$ cat config.mk
export PLATFORM = sky130hd
export DESIGN_NAME = vend_dispense_ctrl
export DESIGN_NICKNAME = d
export VERILOG_FILES = /design/src/rtl/vend_pkg.sv /design/src/rtl/vend_btn_db.sv /design/src/rtl/vend_dispense_ctrl.sv
export SDC_FILE = /design/constraint.sdc
export NUM_CORES = 1
export LEC_CHECK = 0
export CORE_MARGIN = 1
export CORE_UTILIZATION = 59
export DETAILED_ROUTE_END_ITERATION = 10
export GPL_TIMING_DRIVEN = 0
export PLACE_DENSITY = 0.93
export RECOVER_POWER = 50
export SYNTH_ARGS = -nofsm -noshare
export SYNTH_HDL_FRONTEND = slang
export SYNTH_SLANG_ARGS = --single-unit
$ cat constraint.sdc
create_clock -name clk -period 3.6 [get_ports clk]
set_clock_uncertainty 0.15 [all_clocks]
set_input_delay 0.72 -clock clk [delete_from_list [all_inputs] [get_ports clk]]
set_output_delay 0.72 -clock clk [all_outputs]
set_load 0.01 [all_outputs]
$ cat src/rtl/vend_pkg.sv
// Shared types and constants for the vending dispense controller.
package vend_pkg;

   localparam int unsigned CREDIT_W = 2;
   localparam int unsigned DB_DEPTH = 3;
   localparam int unsigned ID_W     = 3;

   typedef enum logic [2:0] {
      ST_IDLE   = 3'd0,
      ST_CHECK  = 3'd1,
      ST_VEND   = 3'd2,
      ST_ACCEPT = 3'd3,
      ST_CHG_HI = 3'd4,
      ST_CHG_LO = 3'd5,
      ST_DENY   = 3'd6
   } vend_state_t;

   function automatic int unsigned max3(input int unsigned a, input int unsigned b,
                                        input int unsigned c);
      int unsigned m;
      m = (a > b) ? a : b;
      return (m > c) ? m : c;
   endfunction

endpackage

$ cat src/rtl/vend_btn_db.sv
// Per-button debounce: level is high only after DB_DEPTH consecutive high
// samples; o_rise_c pulses for one cycle on each 0->1 of that level.
module vend_btn_db
   import vend_pkg::*;
(
   input  logic clk,
   input  logic rst_n,
   input  logic i_raw,
   output logic o_rise_c
);

   logic [DB_DEPTH-1:0] r_sh;
   logic                r_lvl_q;
   logic                w_lvl;

   assign w_lvl    = &r_sh;
   assign o_rise_c = w_lvl & ~r_lvl_q;

   always_ff @(posedge clk or negedge rst_n) begin
      if (!rst_n) begin
         r_sh    <= '0;
         r_lvl_q <= 1'b0;
      end else begin
         r_sh    <= {r_sh[DB_DEPTH-2:0], i_raw};
         r_lvl_q <= w_lvl;
      end
   end

endmodule

$ cat src/rtl/vend_dispense_ctrl.sv
// Dispense controller: debounced select requests, round-robin grant, price
// check, motor pulse, accept pulse and change pulse train, or deny.
// Optional macro VEND_STATS_EN builds the 16-bit completed-vend counter.
module vend_dispense_ctrl
   import vend_pkg::*;
#(
   parameter int unsigned           N_PROD    = 4,
   parameter logic [2*N_PROD-1:0]   PRICE     = {2'd3, 2'd2, 2'd2, 2'd1},
   parameter int unsigned           MOTOR_CYC = 1000,
   parameter int unsigned           CHG_CYC   = 100,
   parameter int unsigned           DENY_CYC  = 500
)(
   input  logic                clk,
   input  logic                rst_n,
   input  logic [N_PROD-1:0]   sel_raw,
   input  logic [CREDIT_W-1:0] credit,
   output logic                accept,
   output logic [N_PROD-1:0]   motor,
   output logic                change,
   output logic                deny,
   output logic                busy,
   output logic [ID_W-1:0]     grant_id,
   output logic [15:0]         vend_count
);

   localparam int unsigned CNT_MAX = max3(MOTOR_CYC, CHG_CYC, DENY_CYC);
   localparam int unsigned CNT_W   = $clog2(CNT_MAX + 1);
   localparam int unsigned IDX_W   = (N_PROD > 1) ? $clog2(N_PROD) : 1;

   vend_state_t         r_state;
   logic [CNT_W-1:0]    r_cnt;
   logic [CREDIT_W-1:0] r_cr_q;
   logic [CREDIT_W-1:0] r_pr_q;
   logic [CREDIT_W-1:0] r_chg;
   logic [ID_W-1:0]     r_rr;
   logic [ID_W-1:0]     r_grant;
   logic [N_PROD-1:0]   r_pending;
   logic [N_PROD-1:0]   r_motor;
   logic                r_accept;
   logic                r_change;
   logic                r_deny;
   logic                r_busy;

   logic [N_PROD-1:0]   w_rise;
   logic                w_gnt_valid;
   logic [ID_W-1:0]     w_gnt_idx;
   logic [ID_W-1:0]     w_rr_next;
   logic [N_PROD-1:0]   w_clr;
   logic [CREDIT_W-1:0] w_price;
   int unsigned         w_idx;

   for (genvar g = 0; g < N_PROD; g++) begin : g_db
      vend_btn_db u_db (
         .clk      (clk),
         .rst_n    (rst_n),
         .i_raw    (sel_raw[g]),
         .o_rise_c (w_rise[g])
      );
   end

   // Round-robin search: first pending bit at or above r_rr, wrapping.
   always_comb begin
      w_gnt_valid = 1'b0;
      w_gnt_idx   = '0;
      w_idx       = 0;
      for (int unsigned k = 0; k < N_PROD; k++) begin
         w_idx = (32'(r_rr) + k) % N_PROD;
         if (!w_gnt_valid && r_pending[IDX_W'(w_idx)]) begin
            w_gnt_valid = 1'b1;
            w_gnt_idx   = ID_W'(w_idx);
         end
      end
   end

   always_comb begin
      w_rr_next = (w_gnt_idx == ID_W'(N_PROD - 1)) ? '0 : w_gnt_idx + ID_W'(1);
      w_clr     = '0;
      if (r_state == ST_IDLE && w_gnt_valid) begin
         w_clr = N_PROD'(1) << w_gnt_idx;
      end
   end

   always_comb begin
      w_price = '0;
      for (int unsigned i = 0; i < N_PROD; i++) begin
         if (r_grant == ID_W'(i)) begin
            w_price = PRICE[2*i +: 2];
         end
      end
   end

   always_ff @(posedge clk or negedge rst_n) begin
      if (!rst_n) begin
         r_state   <= ST_IDLE;
         r_cnt     <= '0;
         r_cr_q    <= '0;
         r_pr_q    <= '0;
         r_chg     <= '0;
         r_rr      <= '0;
         r_grant   <= '0;
         r_pending <= '0;
         r_motor   <= '0;
         r_accept  <= 1'b0;
         r_change  <= 1'b0;
         r_deny    <= 1'b0;
         r_busy    <= 1'b0;
      end else begin
         r_pending <= (r_pending & ~w_clr) | w_rise;
         r_accept  <= 1'b0;
         case (r_state)
            ST_IDLE: begin
               if (w_gnt_valid) begin
                  r_grant <= w_gnt_idx;
                  r_rr    <= w_rr_next;
                  r_busy  <= 1'b1;
                  r_state <= ST_CHECK;
               end
            end
            ST_CHECK: begin
               r_cr_q <= credit;
               r_pr_q <= w_price;
               if (credit >= w_price) begin
                  r_motor <= N_PROD'(1) << r_grant;
                  r_cnt   <= CNT_W'(MOTOR_CYC);
                  r_state <= ST_VEND;
               end else begin
                  r_deny  <= 1'b1;
                  r_cnt   <= CNT_W'(DENY_CYC);
                  r_state <= ST_DENY;
               end
            end
            ST_VEND: begin
               if (r_cnt == CNT_W'(1)) begin
                  r_motor  <= '0;
                  r_accept <= 1'b1;
                  r_state  <= ST_ACCEPT;
               end else begin
                  r_cnt <= r_cnt - CNT_W'(1);
               end
            end
            ST_ACCEPT: begin
               r_chg <= r_cr_q - r_pr_q;
               if (r_cr_q == r_pr_q) begin
                  r_busy  <= 1'b0;
                  r_state <= ST_IDLE;
               end else begin
                  r_change <= 1'b1;
                  r_cnt    <= CNT_W'(CHG_CYC);
                  r_state  <= ST_CHG_HI;
               end
            end
            ST_CHG_HI: begin
               if (r_cnt == CNT_W'(1)) begin
                  r_change <= 1'b0;
                  r_chg    <= r_chg - CREDIT_W'(1);
                  r_cnt    <= CNT_W'(CHG_CYC);
                  r_state  <= ST_CHG_LO;
               end else begin
                  r_cnt <= r_cnt - CNT_W'(1);
               end
            end
            ST_CHG_LO: begin
               if (r_cnt == CNT_W'(1)) begin
                  if (r_chg != '0) begin
                     r_change <= 1'b1;
                     r_cnt    <= CNT_W'(CHG_CYC);
                     r_state  <= ST_CHG_HI;
                  end else begin
                     r_busy  <= 1'b0;
                     r_state <= ST_IDLE;
                  end
               end else begin
                  r_cnt <= r_cnt - CNT_W'(1);
               end
            end
            ST_DENY: begin
               if (r_cnt == CNT_W'(1)) begin
                  r_deny  <= 1'b0;
                  r_busy  <= 1'b0;
                  r_state <= ST_IDLE;
               end else begin
                  r_cnt <= r_cnt - CNT_W'(1);
               end
            end
            default: begin
               r_motor  <= '0;
               r_change <= 1'b0;
               r_deny   <= 1'b0;
               r_busy   <= 1'b0;
               r_state  <= ST_IDLE;
            end
         endcase
      end
   end

`ifdef VEND_STATS_EN
   logic [15:0] r_vend_cnt;

   // One count per completed ACCEPT; wraps naturally at 16 bits.
   always_ff @(posedge clk or negedge rst_n) begin
      if (!rst_n) begin
         r_vend_cnt <= '0;
      end else if (r_state == ST_ACCEPT) begin
         r_vend_cnt <= r_vend_cnt + 16'd1;
      end
   end

   assign vend_count = r_vend_cnt;
`else
   assign vend_count = 16'd0;
`endif

   assign accept   = r_accept;
   assign motor    = r_motor;
   assign change   = r_change;
   assign deny     = r_deny;
   assign busy     = r_busy;
   assign grant_id = r_grant;

endmodule
==> flow_summary.ini, run 1 <==
[yosys]
netlist_area_um2 = 2710
synth-async-reset-ratio_pct = 100
yosysTopAreaCell = dfrtp_1
ys_ff_latch = 51
synth_cell_type_count = 51
synth_top_area_share_pct = 47.2
ys_warn_count = 0
yosysMostFrequentCell = dfrtp_1
synth_edf_count = 0
synth_area_per_cell_um2 = 10.0
synth_area_leaders = dfrtp_1 47%, ha_1 6.9%, buf_4 5.0%, o21ai_0 4.8%, a21oi_1 3.5%
yosysSeqAreaShare_pct = 47.2
synth_ff_type = dfrtp_1
syn_inst = 270
synthTopCellsByCount = 51 x dfrtp_1, 26 x o21ai_0, 24 x inv_1

[layout]
antenna_cells = 0
synthToLayoutAreaGrowth_pct = 14.9
layout-drive-gt1-share_pct = 12.8
finish.utilization_pct = 70.9
fin_nets = 334
final-instance-count-excl-fill = 364

[placed_design]
gp_congestion = 0.899
placed_cells = 356
io_buffers = 17
dpl.hpwl_mm = 4.03

[pwr]
power.internal_mw = 1.52
total_power_mw = 2.66
power_density_nw_per_um2 = 854
ir_drop_mv = 0.506
p_seq_share_pct = 35.0
switching_share_pct = 42.9
clockPowerShare_pct = 15.2
combPwrFrac_pct = 49.8
switchingPower_mw = 1.14
p_leak_nw = 1.47

[setup_path]
rrSetupSlack_ps = 590
end_kind = flip-flop
crit_slowest_cell = dfrtp_1
worst-setup-path-type = flip-flop to flip-flop
cp.required_ps = 3650
crit_fanout = 5
worstPathCellList = inv_1, ha_1, inv_1, ha_1, nand2b_1, a21oi_1, o21ai_0, a21oi_1, mux2_2
crit_arrival_ps = 3060
critPathLaunchType = flip-flop
critical-path-max-stage-delay_ps = 450

[detailed_routing]
detail_route.iter0.violations = 172
drc = 0
firstDrtPassIters = 4
ant_nets = 0
viasPerCell = 5.87
wire_per_inst_um = 15.7
routed_wl_mm = 5.72
dr_total_vias = 2136

[sta]
fin_crit_sh_pct = 83.6
tightest_slew_ps = 1350
max_freq_mhz = 332
report.final.slew_viol_count = 0
hold_viol = 0
fin_tns_setup_ps = 0
rsz0062_at_grt = false
fin_crit_ps = 3010
setup_viol = 0
holdWs_ps = 224
relSlewSlack_pct = 9.90

[floorplan]
die_area_um2 = 4860
row_count = 24
design.core.area_um2 = 4380
die_h_um = 69.7
die_w_um = 69.7
start_util_pct = 61.7
io-pin-count = 35

[clocking]
cts-root-buf = clkbuf_8
clkTransAtPathRegs_ps = 90
cts.sinks = 51
cts_tree = built
clockBufferDepth = 2
cts_made_buffers = 5
htree_levels = 2
clk_latency_ps = 310
post-cts-setup-buffer-count = 0
ctsHoldBuffers = 0
cts_resized = 0

[grt]
track_usage_pct = 24.9
grt-ovfl-total = 0
grt_max_degree = 28
grt_pass1_vias = 2049
antenna_found_initial = 0
grt_pass1_wl_mm = 9.54

[hold_path]
min_path_type = flip-flop to flip-flop

[outcome]
status = finished clean

[job]
maxCapViolCount = 0
cell families after synthesis:
family / count (synthesis) / share of synthesized area (%)
multiplexers: 6 / 2.45
buffers and inverters: 49 / 9.43
XOR/XNOR: 2 / 0.647
other: 1 / 0.139
adder cells (fa/ha/maj): 15 / 6.93
AO/OA/AOI/OAI: 79 / 19.8
AND/OR/NAND/NOR: 67 / 13.4
flip-flops: 51 / 47.2
metal layers:
layer | wire length [um] | GRT usage, % | up-vias
met5 | 0 | 0 | -
met1 | 2340 | 30.1 | 1024
li1 | - | - | 1002
met3 | 316 | 5.38 | 25
met4 | 190 | 11.3 | 0
met2 | 2870 | 42.6 | 85
through the flow:
stage	setup slack, ps	area (um2)
2_1_floorplan	1090	2770
3_3_place_gp	280	3000
3_5_place_dp	368	3020
4_1_cts	646	3130
5_1_grt	371	3110
6_report	592	3110
area by class of cell:
class	instances	area (um2)
plain buffers	25	165
clock buffers	6	72.6
clock inverters	2	38.8
fillers	314	1270
inverters	24	90.1
multi-input cells	186	1230
flip-flops and latches	51	1280
well taps	52	65.1
repair buffers	18	168
worst paths after layout:
path,end,depth (start not counted),startpoint
min in group asynchronous,g_db[3].u_db.r_sh[1],1,rst_n
max reg2reg,motor[3],9,grant_id[0]
min reg2reg,g_db[0].u_db.r_sh[2],0,g_db[0].u_db.r_sh[1]
min,g_db[0].u_db.r_sh[2],0,g_db[0].u_db.r_sh[1]
max,motor[3],9,grant_id[0]
max in group asynchronous,r_cnt[3],2,rst_n
power groups by stage:
stage | logic (mW) | registers [mW] | clock network, mW
after global routing | 1.47 | 0.950 | 0.432
after detailed placement | 1.29 | 0.929 | 0
after global placement | 1.21 | 0.914 | 0
final | 1.32 | 0.931 | 0.404
after floorplan | 0.943 | 0.899 | 0
after CTS | 1.31 | 0.922 | 0.411
registers in the layout (all words and copies together), names as in the netlist:
signal / flops
g_db.u_db.r_lvl_q: 4
r_chg: 2
r_cr_q: 2
r_pr_q: 2
motor: 4
deny: 1
r_state: 3
g_db.u_db.r_sh: 12
change: 1
r_rr: 2
accept: 1
grant_id: 2
r_cnt: 10
busy: 1
r_pending: 4
placed cells by master, fill, tap and decap left out, drive strengths merged, types with 2 or more instances in the layout:
cell / instances
a21o: 3
a21oi: 19
a22o: 6
and3: 9
buf: 21
clkbuf: 12
clkdlybuf4s50: 12
conb: 17
dfrtp: 51
dlygate4sd3: 4
ha: 15
inv: 25
mux2: 5
nand2: 20
nand2b: 5
nand3: 6
nor2: 7
nor3: 7
nor3b: 2
nor4b: 2
o21a: 3
o21ai: 26
o22ai: 3
o2bb2ai: 2
o31ai: 3
or3: 2
or4: 3
critical path, delay by kind of cell (launching register included):
| kind | cells | cell delay, ps |
|---|---|---|
| AO/OA/AOI/OAI | 3 | 990 |
| multiplexers | 1 | 400 |
| buffers and inverters | 2 | 170 |
| flip-flops | 1 | 450 |
| AND/OR/NAND/NOR | 1 | 140 |
| adder cells (fa/ha/maj) | 2 | 590 |
(Power assumes the default switching activity.)
==> run 2, diff against run 1 <==
- CORE_UTILIZATION: 59 -> 55
- PLACE_DENSITY: 0.93 -> 0.88
- clock period: 3.6 -> 2.8 ns (I/O delays scaled with it)
==> flow_summary.ini, run 2 (synthesized netlist as in run 1, its figures left out) <==
[sta]
holdWs_ps = 225
hold_viol = 0
fin_crit_ps = 2680
relSlewSlack_pct = 19.6
tightest_slew_ps = 1210
max_freq_mhz = 373
rsz0062_at_grt = false
fin_tns_setup_ps = 0
fin_crit_sh_pct = 95.8
setup_viol = 0
report.final.slew_viol_count = 0

[layout]
n_fill_cell = 386
largest_register = g_db.u_db.r_sh
synthToLayoutAreaGrowth_pct = 15.5
layout_commonest_cell = dfrtp_1
antenna_cells = 0
fin_nets = 334
multi_input_area_um2 = 1250
final_cell_mix = 51 x dfrtp_1, 26 x o21ai_0, 24 x inv_1
biggestRegsByFlops = g_db.u_db.r_sh: 12 flops, r_cnt: 10 flops
seq_area_um2 = 1280
layout-drive-gt1-share_pct = 14.1
largest_register_ffs = 12

[hold_path]
min_path_type = flip-flop to flip-flop
whs_path_depth = 0

[setup_path]
rrSetupSlack_ps = 120
crit_cells = 9
crit_buf_inv = 2
worstPathCellList = inv_1, ha_1, inv_1, ha_1, nand2b_1, a21oi_4, o21ai_0, a21oi_2, mux2_2
critPathLaunchType = flip-flop
cp.required_ps = 2850
critical-path-max-stage-delay_ps = 440
crit_family = compound AO/OA/AOI/OAI gates
end_kind = flip-flop
crit_arrival_ps = 2740
worst-setup-path-type = flip-flop to flip-flop
crit_slowest_cell = dfrtp_1
crit_fanout = 5
reg2regPathDepth = 9

[floorplan]
die_h_um = 72.1
io-pin-count = 35
row_count = 25
start_util_pct = 57.3
die_w_um = 72.1
die_area_um2 = 5200
design.core.area_um2 = 4720

[detailed_routing]
drc = 0
detail_route.iter0.violations = 312
ant_nets = 0
wire_per_inst_um = 14.1
routed_wl_mm = 5.35
viasPerCell = 5.56
dr_total_vias = 2106
firstDrtPassIters = 4

[grt]
track_usage_pct = 22.9
grt_pass1_vias = 2012
grt_max_degree = 30
grt-ovfl-total = 0
antenna_found_initial = 0
grt_pass1_wl_mm = 9.21

[clocking]
cts_tree = built
clkTransAtPathRegs_ps = 100
cts-root-buf = clkbuf_8
cts_made_buffers = 5
ctsHoldBuffers = 0
clockBufferDepth = 2
clk_latency_ps = 310
htree_levels = 2
cts.sinks = 51

[pwr]
power_density_nw_per_um2 = 1070
p_leak_nw = 1.47
ir_drop_mv = 0.576

[job]
maxCapViolCount = 0

[outcome]
status = finished clean

[placed_design]
io_buffers = 17
dpl.hpwl_mm = 3.85
gp_congestion = 0.856
## run 2: cell types whose count changed in the layout (fill, tap and decap cells not counted), sizes merged
cell and change:
clkinv +2, bufinv -1, clkbuf -1
## run 2: stage by stage
step | power (mW) | cell area [um2] | setup WS, ps | utilization, % | cells
after floorplan | 2.37 | 2770 | 287 | - | 286
after global placement | 2.74 | 3020 | -363 | 63.9 | 370
after detailed placement | 2.84 | 3040 | -353 | 64.3 | 371
after CTS | 3.30 | 3130 | 73.7 | 66.4 | 379
after global routing | 3.57 | 3130 | 18.3 | 66.2 | 379
final | 3.33 | 3130 | 117 | 66.2 | 379
## run 2: final cells by class
class,count,share of cell area (%)
Clock buffer,5,2.20
Inverter,24,2.88
Multi-Input combinational cell,186,40.0
Timing Repair Buffer,18,5.40
Buffer,25,5.28
Clock inverter,3,0.721
Tap cell,67,2.68
Sequential cell,51,40.8
## run 2: report_power, final
part | internal [mW] | switching, mW | total [mW]
Sequential | 0.963 | 0.224 | 1.19
Clock | 0.179 | 0.257 | 0.436
Combinational | 0.724 | 0.983 | 1.71
## run 2: path summary, 6_finish.rpt
path / endpoint / startpoint
max in group asynchronous: g_db[0].u_db.r_lvl_q / rst_n
max: motor[2] / grant_id[0]
max reg2reg: motor[2] / grant_id[0]
min in group asynchronous: motor[2] / rst_n
min reg2reg: g_db[2].u_db.r_sh[2] / g_db[2].u_db.r_sh[1]
min: g_db[2].u_db.r_sh[2] / g_db[2].u_db.r_sh[1]
## run 2: worst reg2reg max path, cell delays in order, from the launching register on
cell and delay [ps]:
dfrtp_1 440, inv_1 110, ha_1 330, inv_1 50
ha_1 250, nand2b_1 180, a21oi_4 240, o21ai_0 140
a21oi_2 310, mux2_2 380
## run 2: per-layer routing
metal | part of all wire [%] | global-route usage [%] | vias to the layer above
met4 | 2.3 | 6.75 | 0
met5 | 0 | 0 | -
li1 | - | - | 1004
met3 | 5.5 | 5.69 | 21
met1 | 44 | 29.3 | 1004
met2 | 48 | 38.5 | 77
## run 2: repair_timing
action / in CTS / in global routing
gates resized for setup: 2 / 1
endpoints found under the setup margin: 4 / 4
setup buffers: 0 / 0
pin swaps: 0 / 1
